==> config.mk <==
export PLATFORM = sky130hd
export DESIGN_NAME = motor_step_driver
export DESIGN_NICKNAME = d
export VERILOG_FILES = /design/src/rtl/motor_pkg.sv /design/src/rtl/motor_step_driver_pwm_gen.sv /design/src/rtl/motor_step_driver.sv
export SDC_FILE = /design/constraint.sdc
export NUM_CORES = 1
export LEC_CHECK = 0
export BUFFER_PORTS_ARGS = -buffer_cell sky130_fd_sc_hd__buf_2
export CORE_ASPECT_RATIO = 1.25
export CORE_UTILIZATION = 38
export CTS_CLUSTER_SIZE = 24
export DETAILED_ROUTE_END_ITERATION = 8
export GPL_ROUTABILITY_DRIVEN = 0
export PLACE_DENSITY_LB_ADDON = 0.05
export SKIP_CTS_REPAIR_TIMING = 1
export SYNTH_ARGS = -nofsm -noshare
export SYNTH_HDL_FRONTEND = slang
export SYNTH_HIERARCHICAL = 1
export SYNTH_SLANG_ARGS = --single-unit
==> constraint.sdc <==
create_clock -name clk -period 3.1 [get_ports clk]
set_clock_uncertainty 0.05 [all_clocks]
set_input_delay 0.62 -clock clk [delete_from_list [all_inputs] [get_ports clk]]
set_output_delay 0.62 -clock clk [all_outputs]
set_load 0.05 [all_outputs]
==> src/rtl/motor_pkg.sv <==
// Shared types and instruction field layout for the wheel motor step driver.
package motor_pkg;

    typedef enum logic [1:0] {
        DIR_FWD   = 2'b00,
        DIR_REV   = 2'b01,
        DIR_LEFT  = 2'b10,
        DIR_RIGHT = 2'b11
    } dir_e;

    typedef enum logic [1:0] {
        IDLE  = 2'd0,
        RUN   = 2'd1,
        BRAKE = 2'd2
    } state_e;

    localparam int unsigned INSTR_W = 4;
    localparam int unsigned DIR_LSB = 0;
    localparam int unsigned DIR_MSB = 1;
    localparam int unsigned TRQ_LSB = 2;
    localparam int unsigned TRQ_MSB = 3;

    // Wheel direction bits {left_fwd, right_fwd}; spins turn the wheels against each other.
    function automatic logic [1:0] wheel_fwd(input dir_e dir);
        logic [1:0] fwd;
        case (dir)
            DIR_FWD:   fwd = 2'b11;
            DIR_REV:   fwd = 2'b00;
            DIR_LEFT:  fwd = 2'b01;
            DIR_RIGHT: fwd = 2'b10;
            default:   fwd = 2'b11;
        endcase
        return fwd;
    endfunction

endpackage

==> src/rtl/motor_step_driver_pwm_gen.sv <==
// Free-running PWM generator; the counter is held at zero whenever en is low.
module pwm_gen #(
    parameter int unsigned PWM_PERIOD = 1000,
    parameter int unsigned CNT_W      = $clog2(PWM_PERIOD + 1)
) (
    input  logic             clk,
    input  logic             rst,
    input  logic             en,
    input  logic [CNT_W-1:0] duty,
    output logic             pwm
);

    localparam logic [CNT_W-1:0] CNT_LAST = CNT_W'(PWM_PERIOD - 1);

    logic [CNT_W-1:0] cnt_q;
    logic             pwm_q;

    // en/duty describe the coming cycle, so the registered output lines up with the count.
    always_ff @(posedge clk) begin
        if (rst || !en) begin
            cnt_q <= '0;
            pwm_q <= 1'b0;
        end else begin
            pwm_q <= (cnt_q < duty);
            cnt_q <= (cnt_q == CNT_LAST) ? '0 : cnt_q + CNT_W'(1);
        end
    end

    assign pwm = pwm_q;

endmodule

==> src/rtl/motor_step_driver.sv <==
// Executes one queued motion instruction: timed RUN with PWM drive, BRAKE dead time, then done.
module motor_step_driver
    import motor_pkg::*;
#(
    parameter int unsigned PWM_PERIOD   = 1000,
    parameter int unsigned STEP_CYCLES  = 50000000,
    parameter int unsigned BRAKE_CYCLES = 5000000
) (
    input  logic               clk,
    input  logic               rst,
    input  logic               instr_valid,
    input  logic [INSTR_W-1:0] instr,
    input  logic               abort,
    output logic               instr_ready,
    output logic               busy,
    output logic               done,
    output logic               left_pwm,
    output logic               right_pwm,
    output logic               left_fwd,
    output logic               right_fwd,
    output logic [1:0]         active_dir
);

    localparam int unsigned DWELL_MAX = (STEP_CYCLES > BRAKE_CYCLES) ? STEP_CYCLES : BRAKE_CYCLES;
    localparam int unsigned DWELL_W   = $clog2(DWELL_MAX + 1);
    localparam int unsigned DUTY_W    = $clog2(PWM_PERIOD + 1);
    localparam int unsigned QUARTER   = PWM_PERIOD / 4;

    localparam logic [DWELL_W-1:0] STEP_LAST  = DWELL_W'(STEP_CYCLES - 1);
    localparam logic [DWELL_W-1:0] BRAKE_LAST = DWELL_W'(BRAKE_CYCLES - 1);

    state_e              state_q;
    dir_e                dir_q;
    logic [DWELL_W-1:0]  dwell_q;
    logic [DUTY_W-1:0]   duty_q;
    logic [DUTY_W-1:0]   duty_d;
    logic                ready_q;
    logic                busy_q;
    logic                done_q;
    logic                lfwd_q;
    logic                rfwd_q;

    dir_e                dir_in;
    logic [1:0]          trq_in;
    logic                accept;
    logic                run_en;

    assign dir_in = dir_e'(instr[DIR_MSB:DIR_LSB]);
    assign trq_in = instr[TRQ_MSB:TRQ_LSB];
    assign accept = ready_q & instr_valid;

    // PWM enable and duty for the coming cycle: high while the next cycle is a RUN cycle.
    always_comb begin
        duty_d = duty_q;
        run_en = 1'b0;
        if (accept) begin
            duty_d = DUTY_W'((32'(trq_in) + 32'd1) * QUARTER);
            run_en = 1'b1;
        end else if (state_q == RUN) begin
            run_en = !abort && (dwell_q != STEP_LAST);
        end
    end

    always_ff @(posedge clk) begin
        if (rst) begin
            state_q <= IDLE;
            dir_q   <= DIR_FWD;
            dwell_q <= '0;
            duty_q  <= '0;
            ready_q <= 1'b1;
            busy_q  <= 1'b0;
            done_q  <= 1'b0;
            lfwd_q  <= 1'b1;
            rfwd_q  <= 1'b1;
        end else begin
            done_q <= 1'b0;
            duty_q <= duty_d;
            case (state_q)
                IDLE: begin
                    if (accept) begin
                        state_q          <= RUN;
                        dir_q            <= dir_in;
                        dwell_q          <= '0;
                        ready_q          <= 1'b0;
                        busy_q           <= 1'b1;
                        {lfwd_q, rfwd_q} <= wheel_fwd(dir_in);
                    end
                end
                RUN: begin
                    // An abort on the final RUN cycle lands in the same place as expiry.
                    if (abort || (dwell_q == STEP_LAST)) begin
                        state_q <= BRAKE;
                        dwell_q <= '0;
                    end else begin
                        dwell_q <= dwell_q + DWELL_W'(1);
                    end
                end
                BRAKE: begin
                    if (dwell_q == BRAKE_LAST) begin
                        state_q <= IDLE;
                        dir_q   <= DIR_FWD;
                        dwell_q <= '0;
                        ready_q <= 1'b1;
                        busy_q  <= 1'b0;
                        done_q  <= 1'b1;
                        lfwd_q  <= 1'b1;
                        rfwd_q  <= 1'b1;
                    end else begin
                        dwell_q <= dwell_q + DWELL_W'(1);
                    end
                end
                default: begin
                    state_q <= IDLE;
                    ready_q <= 1'b1;
                    busy_q  <= 1'b0;
                end
            endcase
        end
    end

    // Both wheels share one duty; two generators keep the per-wheel outputs independent.
    pwm_gen #(
        .PWM_PERIOD (PWM_PERIOD),
        .CNT_W      (DUTY_W)
    ) u_pwm_left (
        .clk  (clk),
        .rst  (rst),
        .en   (run_en),
        .duty (duty_d),
        .pwm  (left_pwm)
    );

    pwm_gen #(
        .PWM_PERIOD (PWM_PERIOD),
        .CNT_W      (DUTY_W)
    ) u_pwm_right (
        .clk  (clk),
        .rst  (rst),
        .en   (run_en),
        .duty (duty_d),
        .pwm  (right_pwm)
    );

    assign instr_ready = ready_q;
    assign busy        = busy_q;
    assign done        = done_q;
    assign left_fwd    = lfwd_q;
    assign right_fwd   = rfwd_q;
    assign active_dir  = dir_q;

endmodule

== Word level (Yosys, flattened, before mapping) ==
Cells that the tools add are included.

* Word-level logic and storage cells: 77
* Register bits after elaboration: 67
* Output and inout bits: 9
* Input port bits: 8

* Muxes and demuxes: 25
* Bitwise operators: 3
* Add/sub/neg operators: 4
* $lt $le $gt $ge: 2
* Equal/unequal tests: 13
* Multiply operators: 1
* Reduce and logical (&&, ||, !) cells: 16

{| class="wikitable"
|+ Operator list
! operator !! number
|-
| two-way mux 26 bit || 3
|-
| one-hot mux 26 bit (3 select lines) || 1
|-
| adder 26 x 1 -> 26 bit (second input constant) || 1
|-
| equality test 26 x 23 -> 1 bit (second input constant) || 1
|-
| equality test 26 bit (second input constant) || 1
|-
| inequality test 26 bit (second input constant) || 1
|-
| adder 10 x 1 -> 10 bit (second input constant) || 2
|-
| equality test 10 bit (second input constant) || 2
|-
| less-than comparator 10 bit || 2
|-
| two-way mux 10 bit || 1
|-
| multiplier 3 x 7 -> 9 bit (second input constant) || 1
|-
| two-way mux 1 bit || 9
|-
| AND reduction 3 bit || 3
|-
| two-way mux 2 bit || 4
|-
| one-hot mux 2 bit (4 select lines) || 1
|-
| equality test 2 bit (second input constant) || 3
|-
| one-hot mux 1 bit (3 select lines) || 2
|-
| one-hot mux 2 bit (3 select lines) || 1
|-
| OR reduction 2 bit || 3
|-
| equality test 2 x 1 -> 1 bit (second input constant) || 2
|-
| logical NOT 2 bit || 2
|-
| inequality test 2 bit (second input constant) || 2
|-
| one-hot mux 1 bit (2 select lines) || 2
|-
| one-hot mux 2 bit (2 select lines) || 1
|-
| 10 further kinds || 13
|}

== Depth between registers and ports, before layout ==
* Depth after elaboration: 7
* Gate-level depth with buffers: 14
* Depth with buffers taken out: 14

== By module ==
Netlist, hierarchy kept.

{| class="wikitable"
|+ Modules (own cells, without submodules)
! module !! instances !! area an instance (sq um) !! cells an instance !! sequential area each (sq um)
|-
| motor_step_driver || 1 || 2,442.3 || 275 || 900.9
|-
| pwm_gen || 2 || 690.7 || 79 || 220.2
|}

== Worst setup path before layout ==
Ideal clock, no wire load.

* Path kind: input port to flip-flop
* Start point: input port instr[2]
* End point: register u_pwm_left.pwm_q, in the netlist u_pwm_left/pwm
* Setup slack: 49 ps
* Buffers on the path: 0
* Arrival time: 2,880 ps
* Stages: 14
* Library setup time: 120 ps
* Required time: 2,930 ps
* Cells stage by stage: inv_1 > ha_1 > xnor2_1 > ha_1 > inv_1 > fa_1 > xor2_1 > xnor2_1 > o21ai_0 > inv_1 > ha_1 > nand4_1 > nor3_1 > nor3_1

* Cells in the longest elaborated chain, start to end: 4

{| class="wikitable"
|+ RTL lines
! what !! line !! source
|-
| start, declared || motor_step_driver.sv:12 || <nowiki>input logic [INSTR_W-1:0] instr,</nowiki>
|-
| adder 2 x 1 -> 3 bit || motor_step_driver.sv:57 || <nowiki>duty_d = DUTY_W'((32'(trq_in) + 32'd1) * QUARTER);</nowiki>
|-
| multiplier 3 x 7 -> 9 bit || motor_step_driver.sv:57 ||
|-
| two-way mux 10 bit || motor_step_driver.sv:56 || <nowiki>if (accept) begin</nowiki>
|-
| named net duty_d[8] || motor_step_driver.sv:36 || <nowiki>logic [DUTY_W-1:0] duty_d;</nowiki>
|-
| less-than comparator 10 bit || motor_step_driver_pwm_gen.sv:24 || <nowiki>pwm_q <= (cnt_q < duty);</nowiki>
|-
| end signal, assigned || motor_step_driver_pwm_gen.sv:24 ||
|-
| end, declared || motor_step_driver_pwm_gen.sv:16 || <nowiki>logic pwm_q;</nowiki>
|}

The timed path passes the listed nets, and every way through them passes these cells.
A chain may end at the register's enable or synchronous reset.

== Worst setup path in the final report ==
Ends and elaborated chain as after synthesis.

==> impl.org <==
** Yosys
- Number of flops mapped to enable cells by yosys :: 0
- The most common cell in the synthesized netlist is dfxtp_1.
- By area the synthesized netlist is led by dfxtp_1, ha_1, nor2_1, xnor2_1, xor2_1.
- When the netlist entered floorplanning its net count stood at approximately 480.
- For this run, asynchronously set or reset flops after synthesis account for 0%.
- Synthesis inferred 67 register bits.
- Number of warning messages in the yosys log :: 6
- By count the netlist is led by dfxtp_1, nor2_1, ha_1, inv_1, nand2_1.
- Area share of the largest cell type after synthesis :: approximately a third
- Library cell occupying the most area in the post-synthesis netlist :: dfxtp_1
- The share of the Yosys chip area taken by registers is a little over a third.
- Top flip-flop cell by instance count after synthesis :: dfxtp_1
- After synthesis, the netlist uses 54 different library cells.
- The cell area that synthesis handed to floorplanning was 3820 sq um.
- Mean instance size in the synthesized netlist :: about 9 sq um
- Synthesis produced a netlist whose cell count is 433.

** Timing
- Setup tns final :: 0 ns
- Final hold analysis gives a worst-case slack of roughly 0.42 ns.
- The final count of hold timing violations came to 0.
- Once routing completed, OpenROAD measured the worst setup slack at 0.206 ns.
- FMAX :: between 0.3 and 0.4 GHz
- Count of pins over their slew limit :: 0
- Setup violations remaining at the end of the flow were counted as 0.
- Share of the clock period used by the worst path :: around 93%
- At the pin with the least slew margin, the transition time is approximately 0.69 ns.
- Slew headroom :: between 50% and 60%
- The worst path in the final design needs a cycle of between 2 and 3 ns, including I/O delays and setup.

** Worst setup path
- Of all nets on the critical path, the largest fanout is 3.
- STA puts the critical path data required time at roughly 3.3 ns.
- STA puts the critical path data arrival time at approximately 3.1 ns.
- Setup Crit Path Kind :: input pin to flip-flop
- STA classifies the critical path startpoint as an input pin.
- The worst setup path is captured at a flip-flop.

** Die
- Core ar. :: 9710 sq um
- From bottom edge to top edge, the die measures roughly 110 um.
- The die covers 10500 sq um.
- Die W :: just over 90 um
- For this configuration, the core starts out at a cell density of 39.4%.
- Pin placement for this block handled 17 I/O pins.
- Row generation in the floorplan step produced 40 rows.

** Route
- Number of vias per cell :: approximately 5.1
- Number of DRC violations after detailed-routing iteration 0 :: between 80 and 90
- For this run, the detailed router's first-pass iteration total came to 5.
- For this run, design rule violations remaining after detail routing come to 0.
- Total vias in the final route :: approximately 3k
- The detail route stage leaves a number of antenna-violating nets equal to 0.
- Final wirelength :: 8.47 mm
- Wire per inst :: roughly 14 um

** Cells and area
- Fraction of final layout cells with drive strength greater than 1 :: between 10% and 20%
- Once layout is complete, the utilization of the core stands at 45.5%.
- Total number of nets in the final design :: 503
- Fill cells in the final layout number 990.
- # diodes :: 0
- Register cell area after layout :: around 1300 sq um
- In the final layout, the multi-input gates occupy ~2300 sq um.
- For this run, the number of standard cells in the final layout without fillers is approximately 600.
- The area growth from synthesis to layout is 15.6%.

** Clock tree
- Clock root buffer :: clkbuf_16
- Worst-Skew Late Latency :: approximately 0.33 ns
- In this run, CTS created clock tree buffers numbering 9.
- After clock tree synthesis, the clock-pin slew on the worst setup and hold paths is 0.06 ns.
- TritonCTS built the clock tree.
- Max clock buf depth :: 2
- Number of clock sinks :: 67
- Number of H-tree branching levels :: 3

** Power and ir drop
- In this run the power density over the cells is between 500 and 600 nW/um^2.
- Maximum VDD drop :: about 0.24 mV
- Leakage :: about 0.0018 uW

** Job
- Count of maximum capacitance violations :: 0

** Place
- I/O Buffers :: 16
- OpenSTA, run right after detailed placement, puts the worst setup slack at -0.321 ns.
- The HPWL after detailed placement is around 6.4 mm.
- Counting tap cells, the placed design contains a total of between 500 and 600 instances.

** Global route
- Global routing used between 15 and 20% of the available tracks across all layers.
- Vias in the first global route :: approximately 3k
- Congestion Overflow GR :: 0
- Antenna violations before repair :: 0
- For this run, global-route usage on met1 was measured as a little over a fifth.
- The global routing stage identified its most utilized layer as met2.
- Global routing consumed, on the met2 layer, between 30% and 40% of the routing resources.
- First-pass GRT wire length :: ~14 mm
- For this run, global-route usage on met3 was measured as 3.45%.
- Largest net degree at the start of global routing :: 17

** Outcome
- The flow ran to the end, and the final reports show no timing, DRC or antenna violations.

** Min path
- The worst hold path belongs to the class flip-flop to flip-flop.
[cell families (layout without fill, tap and decap cells)]
group | after synthesis | in the layout | synth area share (%)
muxes | 11 | 11 | 2.98
AOI/OAI and AO/OA | 53 | 53 | 10.2
buffers and inverters | 41 | 73 | 4.42
and+or+nand+nor | 191 | 191 | 27.5
xor gates and xnor gates | 35 | 35 | 8.02
DFF | 67 | 67 | 35.1
adders and majority gates | 35 | 35 | 11.8
[critical path: stages]
cell     delay [ns]
buf_2          0.09
inv_1          0.05
ha_1           0.32
xnor2_1        0.15
ha_1           0.18
inv_1          0.06
fa_1           0.37
xor2_1         0.16
xnor2_1        0.14
o21ai_2        0.15
inv_1          0.06
ha_1           0.31
o21ai_1        0.13
o21ai_0        0.11
nor3_1         0.18
[registers in the layout, summed over array words and instances (netlist names)]
| register | count |
|---|---|
| active_dir | 2 |
| busy | 1 |
| done | 1 |
| duty_q | 10 |
| dwell_q | 26 |
| instr_ready | 1 |
| left_fwd | 1 |
| right_fwd | 1 |
| state_q | 2 |
| u_pwm_left/cnt_q | 10 |
| u_pwm_left/pwm | 1 |
| u_pwm_right/cnt_q | 10 |
| u_pwm_right/pwm | 1 |
[report_power, final]
| part | internal [uW] | leakage, uW | switching, uW |
|---|---|---|---|
| Combinational | 187 | 0.00106 | 357 |
| Clock | 726 | 0.000155 | 395 |
| Sequential | 911 | 0.000544 | 29.6 |
| Total | 1820 | 0.00175 | 781 |
[cell type report]
cell class | count | area share, %
clock buffer | 10 | 5.40
clock inverter | 6 | 2.01
inverter | 32 | 2.72
multi-input combinational | 325 | 52.6
sequential | 67 | 30.3
tap | 126 | 3.57
timing repair buffer | 25 | 3.34
[per-layer routing]
layer	part of all wire [%]	routed length, um	vias up
li1	-	-	1548
met1	46	3880	1438
met2	51	4280	25
met3	2.1	176	11
met4	1.5	125	0
met5	0	0	-
[final timing paths]
kind                   startpoint  slack, ns              endpoint  depth (start not counted)
max reg2reg           dwell_q[22]       0.52            dwell_q[7]                          6
min          u_pwm_right/cnt_q[0]       0.42  u_pwm_right/cnt_q[0]                          1
max                      instr[2]       0.21        u_pwm_left/pwm                         15
min reg2reg  u_pwm_right/cnt_q[0]       0.42  u_pwm_right/cnt_q[0]                          1
[cell usage in the layout, fill, tap and decap left out, drive strengths merged, types with 10 or more instances in the layout]
cell type / count
nor2: 55
inv: 32
nand2: 32
nand2b: 11
nand4: 17
a21oi: 13
nor3: 11
buf: 25
nor2b: 12
nand3: 20
clkbuf: 10
xor2: 16
xnor2: 19
o21ai: 11
ha: 33
dfxtp: 67
[per-stage QoR]
| step | total power (uW) | cell area (sq um) |
|---|---|---|
| 2_1_floorplan | 1370 | 3820 |
| 3_3_place_gp | 1500 | 4080 |
| 3_5_place_dp | 1510 | 4080 |
| 4_1_cts | 2640 | 4410 |
| 5_1_grt | 2750 | 4420 |
| 6_report | 2600 | 4420 |
Power figures use the tool's default switching activity.
